File: src/rtl/data_mem_bridge_if.sv
// Multi-cycle memory bus seen by the data-memory bridge: request/grant
// handshake out, response (valid/error/data) back.
interface data_mem_bridge_if #(
    parameter int BIT_COUNT = 32,
    parameter int WORD_SIZE = 32
);
    logic                   BusReq;
    logic                   BusWe;
    logic [WORD_SIZE/8-1:0] BusBe;
    logic [BIT_COUNT-1:0]   BusAdr;
    logic [WORD_SIZE-1:0]   BusWData;
    logic                   BusGnt;
    logic                   BusRValid;
    logic [WORD_SIZE-1:0]   BusRData;
    logic                   BusErr;

    modport master (
        output BusReq, BusWe, BusBe, BusAdr, BusWData,
        input  BusGnt, BusRValid, BusRData, BusErr
    );

    modport slave (
        input  BusReq, BusWe, BusBe, BusAdr, BusWData,
        output BusGnt, BusRValid, BusRData, BusErr
    );
endinterface

File: src/rtl/data_mem_bridge.sv
// Bridges the single-cycle core's data-memory port onto the multi-cycle bus,
// stalling the core until the access completes and flagging faults as pulses.
module data_mem_bridge #(
    parameter int BIT_COUNT      = 32,
    parameter int WORD_SIZE      = 32,
    parameter int TIMEOUT_CYCLES = 255
) (
    input  logic                   clk,
    input  logic                   reset,
    input  logic                   CoreMemEn,
    input  logic                   CoreMemWrite,
    input  logic [WORD_SIZE/8-1:0] CoreByteEn,
    input  logic [BIT_COUNT-1:0]   CoreMemAdr,
    input  logic [WORD_SIZE-1:0]   CoreMemWriteData,
    output logic [WORD_SIZE-1:0]   CoreMemReadData,
    output logic                   Stall,
    output logic                   MisalignedFault,
    output logic                   BusFault,
    data_mem_bridge_if.master      bus
);
    localparam int BE_W  = WORD_SIZE / 8;
    localparam int OFF_W = $clog2(BE_W);
    localparam int CNT_W = $clog2(TIMEOUT_CYCLES + 1);
    localparam logic [CNT_W-1:0] CNT_MAX  = CNT_W'(TIMEOUT_CYCLES);
    localparam logic [CNT_W-1:0] CNT_LAST = CNT_W'(TIMEOUT_CYCLES - 1);

    typedef enum logic [1:0] {
        IDLE      = 2'd0,
        REQ       = 2'd1,
        WAIT_RESP = 2'd2,
        DONE      = 2'd3
    } state_e;

    state_e                 state_q, state_d;
    logic                   req_q, req_d;
    logic                   we_q, we_d;
    logic [BE_W-1:0]        be_q, be_d;
    logic [BIT_COUNT-1:0]   adr_q, adr_d;
    logic [WORD_SIZE-1:0]   wdata_q, wdata_d;
    logic [WORD_SIZE-1:0]   rdata_q, rdata_d;
    logic                   mis_q, mis_d;
    logic                   fault_q, fault_d;
    logic [CNT_W-1:0]       cnt_q, cnt_d;

    logic be_legal;
    logic accept;
    logic timeout_hit;
    logic unused_adr_bits;

    // Legal lanes: any single byte, a naturally aligned halfword, or the full word.
    function automatic logic legal_be(input logic [BE_W-1:0] be);
        logic ok;
        ok = (be == {BE_W{1'b1}});
        for (int i = 0; i < BE_W; i++) begin
            if (be == (BE_W'(1) << i)) ok = 1'b1;
        end
        for (int i = 0; i < BE_W / 2; i++) begin
            if (be == (BE_W'(3) << (2 * i))) ok = 1'b1;
        end
        return ok;
    endfunction

    assign be_legal        = legal_be(CoreByteEn);
    assign accept          = (state_q == IDLE) && CoreMemEn && be_legal;
    assign timeout_hit     = ((state_q == REQ) || (state_q == WAIT_RESP)) && (cnt_q >= CNT_LAST);
    assign unused_adr_bits = ^CoreMemAdr[OFF_W-1:0];

    // NOTE: sequential state is updated with non-blocking assignments so every
    // register samples the pre-edge values of the others, independent of order.
    always_ff @(posedge clk or posedge reset) begin
        if (reset) state_q <= IDLE;
        else       state_q <= state_d;
    end

    always_comb begin
        state_d = state_q;
        unique case (state_q)
            IDLE:      if (accept) state_d = REQ;
            REQ:       if (timeout_hit) state_d = DONE;
                       else if (bus.BusGnt) state_d = WAIT_RESP;
            WAIT_RESP: if (timeout_hit || bus.BusRValid) state_d = DONE;
            DONE:      state_d = IDLE;
            default:   state_d = IDLE;
        endcase
    end

    always_comb begin
        unique case (state_q)
            IDLE:      Stall = CoreMemEn && be_legal;
            REQ:       Stall = 1'b1;
            WAIT_RESP: Stall = 1'b1;
            default:   Stall = 1'b0;
        endcase
    end

    // NOTE: every signal gets a default before the case so no path leaves it
    // unassigned; that is what keeps this block from inferring latches.
    always_comb begin
        req_d   = req_q;
        we_d    = we_q;
        be_d    = be_q;
        adr_d   = adr_q;
        wdata_d = wdata_q;
        rdata_d = rdata_q;
        cnt_d   = cnt_q;
        mis_d   = 1'b0;
        fault_d = 1'b0;

        if ((state_q == REQ || state_q == WAIT_RESP) && cnt_q != CNT_MAX)
            cnt_d = cnt_q + CNT_W'(1);

        unique case (state_q)
            IDLE: begin
                if (accept) begin
                    req_d   = 1'b1;
                    we_d    = CoreMemWrite;
                    be_d    = CoreByteEn;
                    adr_d   = {CoreMemAdr[BIT_COUNT-1:OFF_W], {OFF_W{1'b0}}};
                    wdata_d = CoreMemWriteData;
                    cnt_d   = '0;
                end else if (CoreMemEn) begin
                    mis_d = 1'b1;
                end
            end
            REQ: begin
                if (timeout_hit) begin
                    req_d   = 1'b0;
                    rdata_d = '0;
                    fault_d = 1'b1;
                end else if (bus.BusGnt) begin
                    req_d = 1'b0;
                end
            end
            WAIT_RESP: begin
                if (timeout_hit || (bus.BusRValid && bus.BusErr)) begin
                    rdata_d = '0;
                    fault_d = 1'b1;
                end else if (bus.BusRValid && !we_q) begin
                    rdata_d = bus.BusRData;
                end
            end
            default: ;
        endcase
    end

    always_ff @(posedge clk or posedge reset) begin
        if (reset) begin
            req_q   <= 1'b0;
            we_q    <= 1'b0;
            be_q    <= '0;
            adr_q   <= '0;
            wdata_q <= '0;
            rdata_q <= '0;
            cnt_q   <= '0;
            mis_q   <= 1'b0;
            fault_q <= 1'b0;
        end else begin
            req_q   <= req_d;
            we_q    <= we_d;
            be_q    <= be_d;
            adr_q   <= adr_d;
            wdata_q <= wdata_d;
            rdata_q <= rdata_d;
            cnt_q   <= cnt_d;
            mis_q   <= mis_d;
            fault_q <= fault_d;
        end
    end

    assign bus.BusReq      = req_q;
    assign bus.BusWe       = we_q;
    assign bus.BusBe       = be_q;
    assign bus.BusAdr      = adr_q;
    assign bus.BusWData    = wdata_q;
    assign CoreMemReadData = rdata_q;
    assign MisalignedFault = mis_q;
    assign BusFault        = fault_q;
endmodule

File: src/flat_wrapper.sv
// flat-port wrapper written by rule: the top's interface ports become plain ports
module data_mem_bridge_flat 
#(
    parameter int BIT_COUNT      = 32,
    parameter int WORD_SIZE      = 32,
    parameter int TIMEOUT_CYCLES = 255
)
  (clk, reset, CoreMemEn, CoreMemWrite, CoreByteEn, CoreMemAdr, CoreMemWriteData, CoreMemReadData, Stall, MisalignedFault, BusFault, bus_BusReq, bus_BusWe, bus_BusBe, bus_BusAdr, bus_BusWData, bus_BusGnt, bus_BusRValid, bus_BusRData, bus_BusErr);
  data_mem_bridge_if #(.BIT_COUNT(BIT_COUNT), .WORD_SIZE(WORD_SIZE)) bus_i ();
  input  logic clk;
  input  logic reset;
  input  logic CoreMemEn;
  input  logic CoreMemWrite;
  input  logic [WORD_SIZE/8-1:0] CoreByteEn;
  input  logic [BIT_COUNT-1:0] CoreMemAdr;
  input  logic [WORD_SIZE-1:0] CoreMemWriteData;
  output logic [WORD_SIZE-1:0] CoreMemReadData;
  output logic Stall;
  output logic MisalignedFault;
  output logic BusFault;
  output wire logic [$bits(bus_i.BusReq)-1:0] bus_BusReq;
  output wire logic [$bits(bus_i.BusWe)-1:0] bus_BusWe;
  output wire logic [$bits(bus_i.BusBe)-1:0] bus_BusBe;
  output wire logic [$bits(bus_i.BusAdr)-1:0] bus_BusAdr;
  output wire logic [$bits(bus_i.BusWData)-1:0] bus_BusWData;
  input wire logic [$bits(bus_i.BusGnt)-1:0] bus_BusGnt;
  input wire logic [$bits(bus_i.BusRValid)-1:0] bus_BusRValid;
  input wire logic [$bits(bus_i.BusRData)-1:0] bus_BusRData;
  input wire logic [$bits(bus_i.BusErr)-1:0] bus_BusErr;
  assign bus_BusReq = bus_i.BusReq;
  assign bus_BusWe = bus_i.BusWe;
  assign bus_BusBe = bus_i.BusBe;
  assign bus_BusAdr = bus_i.BusAdr;
  assign bus_BusWData = bus_i.BusWData;
  assign bus_i.BusGnt = bus_BusGnt;
  assign bus_i.BusRValid = bus_BusRValid;
  assign bus_i.BusRData = bus_BusRData;
  assign bus_i.BusErr = bus_BusErr;
  data_mem_bridge #(.BIT_COUNT(BIT_COUNT), .WORD_SIZE(WORD_SIZE), .TIMEOUT_CYCLES(TIMEOUT_CYCLES)) u_core (.clk(clk), .reset(reset), .CoreMemEn(CoreMemEn), .CoreMemWrite(CoreMemWrite), .CoreByteEn(CoreByteEn), .CoreMemAdr(CoreMemAdr), .CoreMemWriteData(CoreMemWriteData), .CoreMemReadData(CoreMemReadData), .Stall(Stall), .MisalignedFault(MisalignedFault), .BusFault(BusFault), .bus(bus_i));
endmodule
File: config.mk
export PLATFORM = sky130hd
export DESIGN_NAME = data_mem_bridge_flat
export DESIGN_NICKNAME = d
export VERILOG_FILES = /design/src/rtl/data_mem_bridge_if.sv /design/src/rtl/data_mem_bridge.sv /design/src/flat_wrapper.sv
export SDC_FILE = /design/constraint.sdc
export NUM_CORES = 1
export LEC_CHECK = 0
export ABC_AREA = 1
export BUFFER_PORTS_ARGS = -buffer_cell sky130_fd_sc_hd__buf_2
export CAP_MARGIN = 10
export CORE_UTILIZATION = 45
export CTS_BUF_LIST = sky130_fd_sc_hd__clkbuf_4 sky130_fd_sc_hd__clkbuf_8
export CTS_CLUSTER_SIZE = 28
export DETAILED_ROUTE_END_ITERATION = 8
export PLACE_DENSITY_LB_ADDON = 0.2
export SKIP_CTS_REPAIR_TIMING = 1
export SLEW_MARGIN = 10
export SYNTH_ARGS = -nofsm -noshare
export SYNTH_HDL_FRONTEND = slang
export SYNTH_SLANG_ARGS = --single-unit
export TNS_END_PERCENT = 100
File: constraint.sdc
create_clock -name clk -period 3.3 [get_ports clk]
set_input_delay 0.33 -clock clk [delete_from_list [all_inputs] [get_ports clk]]
set_output_delay 0.33 -clock clk [all_outputs]
set_load 0.01 [all_outputs]
==> results of run 1 <==
[metal layers]
metal	wire, µm	share of wire	global-route usage	up-vias
met5	0	0	0	-
met4	248	0.021	0.0969	0
met3	863	0.072	0.0605	21
met2	5830	0.49	0.376	151
met1	4970	0.42	0.245	2060
li1	-	-	-	2160
[power breakdown]
group / switching (mW) / total, mW / internal, mW / leakage, nW
sequential: 0.332 / 2.27 / 1.93 / 1.44
combinational: 1.44 / 2.35 / 0.910 / 2.04
clock: 0.455 / 0.758 / 0.303 / 0.0929
[metrics by stage]
step | instances | power, mW | instance area, µm² | worst slack, ns | utilization
6_report | 902 | 5.37 | 6330 | 0.735 | 0.581
5_1_grt | 902 | 5.80 | 6330 | 0.555 | 0.581
4_1_cts | 902 | 5.43 | 6330 | 0.734 | 0.581
3_5_place_dp | 886 | 4.66 | 6150 | 0.758 | 0.565
3_3_place_gp | 886 | 4.57 | 6150 | 0.855 | 0.565
2_1_floorplan | 566 | 3.82 | 5040 | 0.0110 | -
[area by class of cell]
cell class / instances / area, µm²
Clock buffer: 11 / 145
Clock inverter: 5 / 31.3
Fill cell: 995 / 4560
Inverter: 21 / 81.3
Multi-Input combinational cell: 400 / 1980
Sequential cell: 112 / 2800
Tap cell: 140 / 175
Timing Repair Buffer: 213 / 1120
[final timing paths]
| path | to | slack [ns] | depth (start not counted) | startpoint |
|---|---|---|---|---|
| setup / recovery | u_core.CoreMemReadData[29]$_DFFE_PP0P_ | 0.74 | 10 | u_core.state_q[0]$_DFFE_PP0P_ |
| hold / removal | u_core.state_q[1]$_DFFE_PP0P_ | 0.10 | 2 | reset |
| setup reg to reg | u_core.CoreMemReadData[29]$_DFFE_PP0P_ | 0.74 | 10 | u_core.state_q[0]$_DFFE_PP0P_ |
| hold reg to reg | u_core.bus.BusWData[19]$_DFFE_PP0P_ | 0.49 | 2 | u_core.bus.BusWData[19]$_DFFE_PP0P_ |
| max in group asynchronous | u_core.cnt_q[3]$_DFF_PP0_ | 2.45 | 3 | reset |
| min in group clk | u_core.bus.BusAdr[24]$_DFFE_PP0P_ | 0.14 | 3 | CoreMemAdr[24] |
[kinds of logic (layout without fill, tap and decap cells)]
group | Yosys count | in the layout
compound gates | 44 | 44
other cells | 1 | 2
simple gates | 346 | 346
fa+ha+maj | 7 | 7
xor+xnor | 1 | 1
buf+inv | 54 | 250
flops | 112 | 112
[placed cells by master (no fill, tap or decap)]
cell type   instances
ha_1                7
inv_2               2
clkbuf_8           10
a21oi_1             8
nand2_1           247
inv_1              18
clkbuf_4            1
buf_4               3
clkinvlp_4          1
inv_6               1
buf_12              3
o21ai_0             2
buf_2             207
nor2_4              2
nor3_1              2
dfrtp_1           112
or2_2               1
nand3_2             2
o21ai_2            33
nand2_4             2
a211oi_1            1
xnor2_1             1
inv_4               1
nand4_2             1
nand2_2            30
nand3_1            10
conb_1              2
clkinv_2            3
nor2_1             16
nand4_1            33
[worst max-delay path: stages, from the launching register on]
cell and delay [ns]:
dfrtp_1 0.44, inv_1 0.12, ha_1 0.40, nand3_2 0.11, nor2_4 0.05, nand2_4 0.30
nand4_2 0.17, nand2_4 0.38, buf_12 0.32, nand2_1 0.11, o21ai_2 0.06
[sequential cells by signal, indices dropped and copies added, names as in the netlist]
signal / count
u_core.bus.BusWe: 1
u_core.bus.BusWData: 32
u_core.cnt_q: 8
u_core.bus.BusAdr: 30
u_core.state_q: 2
u_core.bus.BusReq: 1
u_core.bus.BusBe: 4
u_core.MisalignedFault: 1
u_core.CoreMemReadData: 32
u_core.BusFault: 1
==> results.cfg, run 1 <==
[grt]
grt_max_degree = 67
grt-ovfl-total = 0
grt_pass1_vias = 4367
track_usage = 0.216
grt_pass1_wl_um = 19600
grt_antenna_before_repair = 0

[synthesis]
syn_inst = 565
syn_avg_cell_area_um2 = 8.92
ys_types = 26
yosys_warnings = 0
syn_area_um2 = 5040
async_flop_share = 1.00
ys_seq_elements = 112
synth_enable_flop_cells = 0
synth_flop_cell = dfrtp_1
synth-xor-area-share = 0.00174
synth_top_area_share = 0.556
yosysSeqAreaShare = 0.556
muxShareOfSynthArea = 0
yosys.area_share.adder = 0.0174
synth_compound_area_frac = 0.0688
synth_most_common_cell = nand2_1
yosysTopAreaCell = dfrtp_1
synth_top_family_by_area = simple AND/OR/NAND/NOR gates
netlist_top_cells_count = nand2_1, dfrtp_1, nand4_1, o21ai_2, nand2_2
synthSimpleGateAreaFrac = 0.302
synth.top_cells.by_area = dfrtp_1, nand2_1, o21ai_2

[finish]
syn2layout_area_growth_pct = 25.6
drive_gt1_frac = 0.398
num-nets-final = 871
diodes = 0

[status]
status = completed

[routing]
wl_per_cell_um = 13.2
vias = 4392
drt_iter0_markers = 282
viasPerCell = 4.87
final_antenna_net_count = 0
routed_wl_um = 11900
drc_errors = 0
firstDrtPassIters = 5

[setup_path]
worstSetupEndpointType = flop
cp.arrival_ns = 2.87
startpoint_type = flop
crit_required_ns = 3.61
path_class = flop to flop
path_max_fanout = 40

[sta]
period_share = 0.777
slew_headroom = 0.440
clock_skew_ns = 0.00769
rsz0062_at_grt = false
hold_viol_final = 0
finalMaxSlewViolations = 0
holdWs_ns = 0.105
finalSetupViolCount = 0
min_period_ns = 2.56
fin_tns_setup_ns = 0
tightest_slew_ns = 0.840
fmax_ghz = 0.390

[clocking]
clk_pin_slew_ns = 0.10
root_buffer = clkbuf_8
ctsLongestPathBuffers = 2
cts_made_buffers = 9
cts_tree = done
htree_levels = 3
clkLatencyLatePin_ns = 0.37
cts_sinks = 112

[floorplanning]
initial_core_util = 0.463
die_h_um = 108
die_w_um = 108
floorplan.io_pins = 212
dieArea_um2 = 11600
row_count = 38
coreArea_um2 = 10900

[pwr]
cellLeakagePower_nw = 3.57
p_per_area_nw_per_um2 = 849
peakVddDrop_v = 0.000429

[flow_run]
cap_violations = 0

[min_path]
hold_class = primary input to async pin

[placement]
gp_congestion = 0.772
dp_hpwl_um = 8400
io_buffers = 207
Note: power is estimated with default switching activity, not from simulation.
==> run 2, diff against run 1 <==
Settings changed: ABC_AREA 1 to 0, CORE_UTILIZATION 45 to 44.
Clock period 3.3 ns to 2.2 ns, I/O delays scaled along.
==> results.cfg, run 2 <==
[min_path]
hold_depth = 3
min_from = CoreMemWrite
hold_end = u_core.bus.BusWe$_DFFE_PP0P_
hold_class = primary input to flop

[synthesis]
synth_enable_flop_cells = 0
syn_avg_cell_area_um2 = 12.1
synth.top_cells.by_area = dfrtp_1, mux2_2, nand2_1
synth_most_common_cell = dfrtp_1
yosysSeqAreaShare = 0.605
syn_inst = 382
ys_seq_elements = 112
synth_flop_cell = dfrtp_1
synth_top_area_share = 0.605
yosysTopAreaCell = dfrtp_1
async_flop_share = 1.00
yosys_warnings = 0
syn_area_um2 = 4630
ys_types = 39
netlist_top_cells_count = dfrtp_1, nand2_1, mux2_2, o21ai_1, buf_2

[setup_path]
startpoint_type = flop
rr_worst_depth = 8
worst-path-buf-inv = 3
path_max_fanout = 13
path_cells = inv_1, ha_4, nand2_1, a31oi_4, buf_12, nor2_1, nor2_1, buf_2
cp_top_family = buffers and inverters
worstSetupEndpointType = output port
r2r_start = u_core.state_q[1]$_DFFE_PP0P_
slowest_delay_ns = 0.42
path_class = flop to output port
cp.arrival_ns = 1.83
crit_required_ns = 1.98
regToRegEndpoint = u_core.CoreMemReadData[10]$_DFFE_PP0P_
cp_common_cell = nor2_1
rrSetupSlack_ns = 0.22
slowest_stage = dfrtp_1

[clocking]
htree_levels = 3
clkLatencyLatePin_ns = 0.36
cts_tree = done
cts_sinks = 112
ctsLongestPathBuffers = 2
clk_pin_slew_ns = 0.10
root_buffer = clkbuf_8
cts_made_buffers = 9

[floorplanning]
die_w_um = 105
die_h_um = 105
initial_core_util = 0.451
floorplan.io_pins = 212
coreArea_um2 = 10300
row_count = 37
dieArea_um2 = 10900

[placement]
io_buffers = 207
dp.cells = 712
gp_congestion = 0.757
dp_hpwl_um = 7560

[pwr]
cellLeakagePower_nw = 3.06
p_per_area_nw_per_um2 = 1350
peakVddDrop_v = 0.000671
power_mw = 8.29

[sta]
rsz0062_at_grt = false
holdWs_ns = 0.0686
min_period_ns = 2.05
clock_skew_ns = 0.00860
slew_headroom = 0.569
fmax_ghz = 0.487
period_share = 0.932
finalSetupViolCount = 0
hold_viol_final = 0
tightest_slew_ns = 0.644
fin_tns_setup_ns = 0
finalMaxSlewViolations = 0

[grt]
grt_max_degree = 65
grt_pass1_vias = 3579
grt-ovfl-total = 0
track_usage = 0.196
grt_pass1_wl_um = 17000
grt_antenna_before_repair = 0

[routing]
viasPerCell = 4.88
wl_per_cell_um = 14.4
vias = 3588
drt_iter0_markers = 150
routed_wl_um = 10600
drc_errors = 0
final_antenna_net_count = 0
firstDrtPassIters = 4

[finish]
layout_commonest_cell = buf_2
layout_common_cells = buf_2, dfrtp_1, nand2_1, mux2_2, o21ai_1
diodes = 0
drive_gt1_frac = 0.521
syn2layout_area_growth_pct = 32.5
layout.cells.non_filler = 735
num-nets-final = 710

[status]
status = completed

[flow_run]
cap_violations = 0
[run 2: changes by cell type after synthesis, sizes merged, moves of 3 or more]
cell | before | now
clkbuf | 12 | 3
a21oi | 8 | 4
nand3 | 12 | 3
o211ai | 0 | 3
xor2 | 0 | 3
nand4 | 34 | 3
o21ai | 35 | 39
mux2 | 0 | 67
nand2 | 279 | 74
inv | 21 | 9
nor2 | 18 | 11
or3 | 0 | 5
[run 2: kinds of logic after synthesis]
group | Yosys count | share of synthesized area
buf+inv | 31 | 0.0373
simple gates | 102 | 0.0940
xor+xnor | 5 | 0.00945
fa+ha+maj | 7 | 0.0189
compound gates | 57 | 0.0721
flops | 112 | 0.605
other cells | 1 | 0.000809
mux | 67 | 0.163
[run 2: worst max-delay path by stage]
stage | from | to | slack [ns] | cells after the start
after global placement | u_core.state_q[0]$_DFFE_PP0P_ | u_core.CoreMemReadData[31]$_DFFE_PP0P_ | 0.22 | 8
after CTS | u_core.state_q[0]$_DFFE_PP0P_ | Stall | -0.13 | 8
after detailed placement | u_core.state_q[0]$_DFFE_PP0P_ | u_core.CoreMemReadData[10]$_DFFE_PP0P_ | 0.17 | 8
final | u_core.state_q[1]$_DFFE_PP0P_ | Stall | 0.15 | 8
after floorplan | u_core.state_q[0]$_DFFE_PP0P_ | u_core.CoreMemReadData[28]$_DFFE_PP0P_ | 0.15 | 10
after global routing | u_core.state_q[1]$_DFFE_PP0P_ | Stall | 0.04 | 8
[run 2: metrics by stage]
step                       util  setup WS [ns]  area, µm²
after CTS                 0.586         -0.129       6020
after floorplan               -          0.151       4640
after global placement    0.570          0.217       5850
final                     0.598          0.149       6140
after global routing      0.598         0.0372       6140
after detailed placement  0.570          0.173       5850
[run 2: cell type report]
class,instances,area [µm²]
Fill cell,910,4140
Multi-Input combinational cell,240,1700
Clock inverter,3,20.0
Sequential cell,112,2800
Tap cell,136,170
Clock buffer,11,145
Timing Repair Buffer,224,1270
Inverter,9,37.5
[run 2: report_power, final]
| group | total [mW] | switching, mW | internal [mW] |
|---|---|---|---|
| Combinational | 3.61 | 1.84 | 1.77 |
| Sequential | 3.57 | 0.522 | 3.05 |
| Clock | 1.11 | 0.669 | 0.443 |
[run 2: worst register-to-register path, stage by stage (launching register included)]
cell	delay [ns]
dfrtp_1	0.40
inv_1	0.11
ha_4	0.28
o21ai_0	0.09
or3_4	0.37
a22o_2	0.24
buf_12	0.20
nand2_1	0.10
o21ai_1	0.07
[run 2: metal layers]
layer / vias to the layer above / GRT usage / wire (µm)
li1: 1714 / - / -
met1: 1749 / 0.228 / 4190
met2: 108 / 0.353 / 5570
met3: 17 / 0.0343 / 577
met4: 0 / 0.0835 / 209
met5: - / 0 / 0
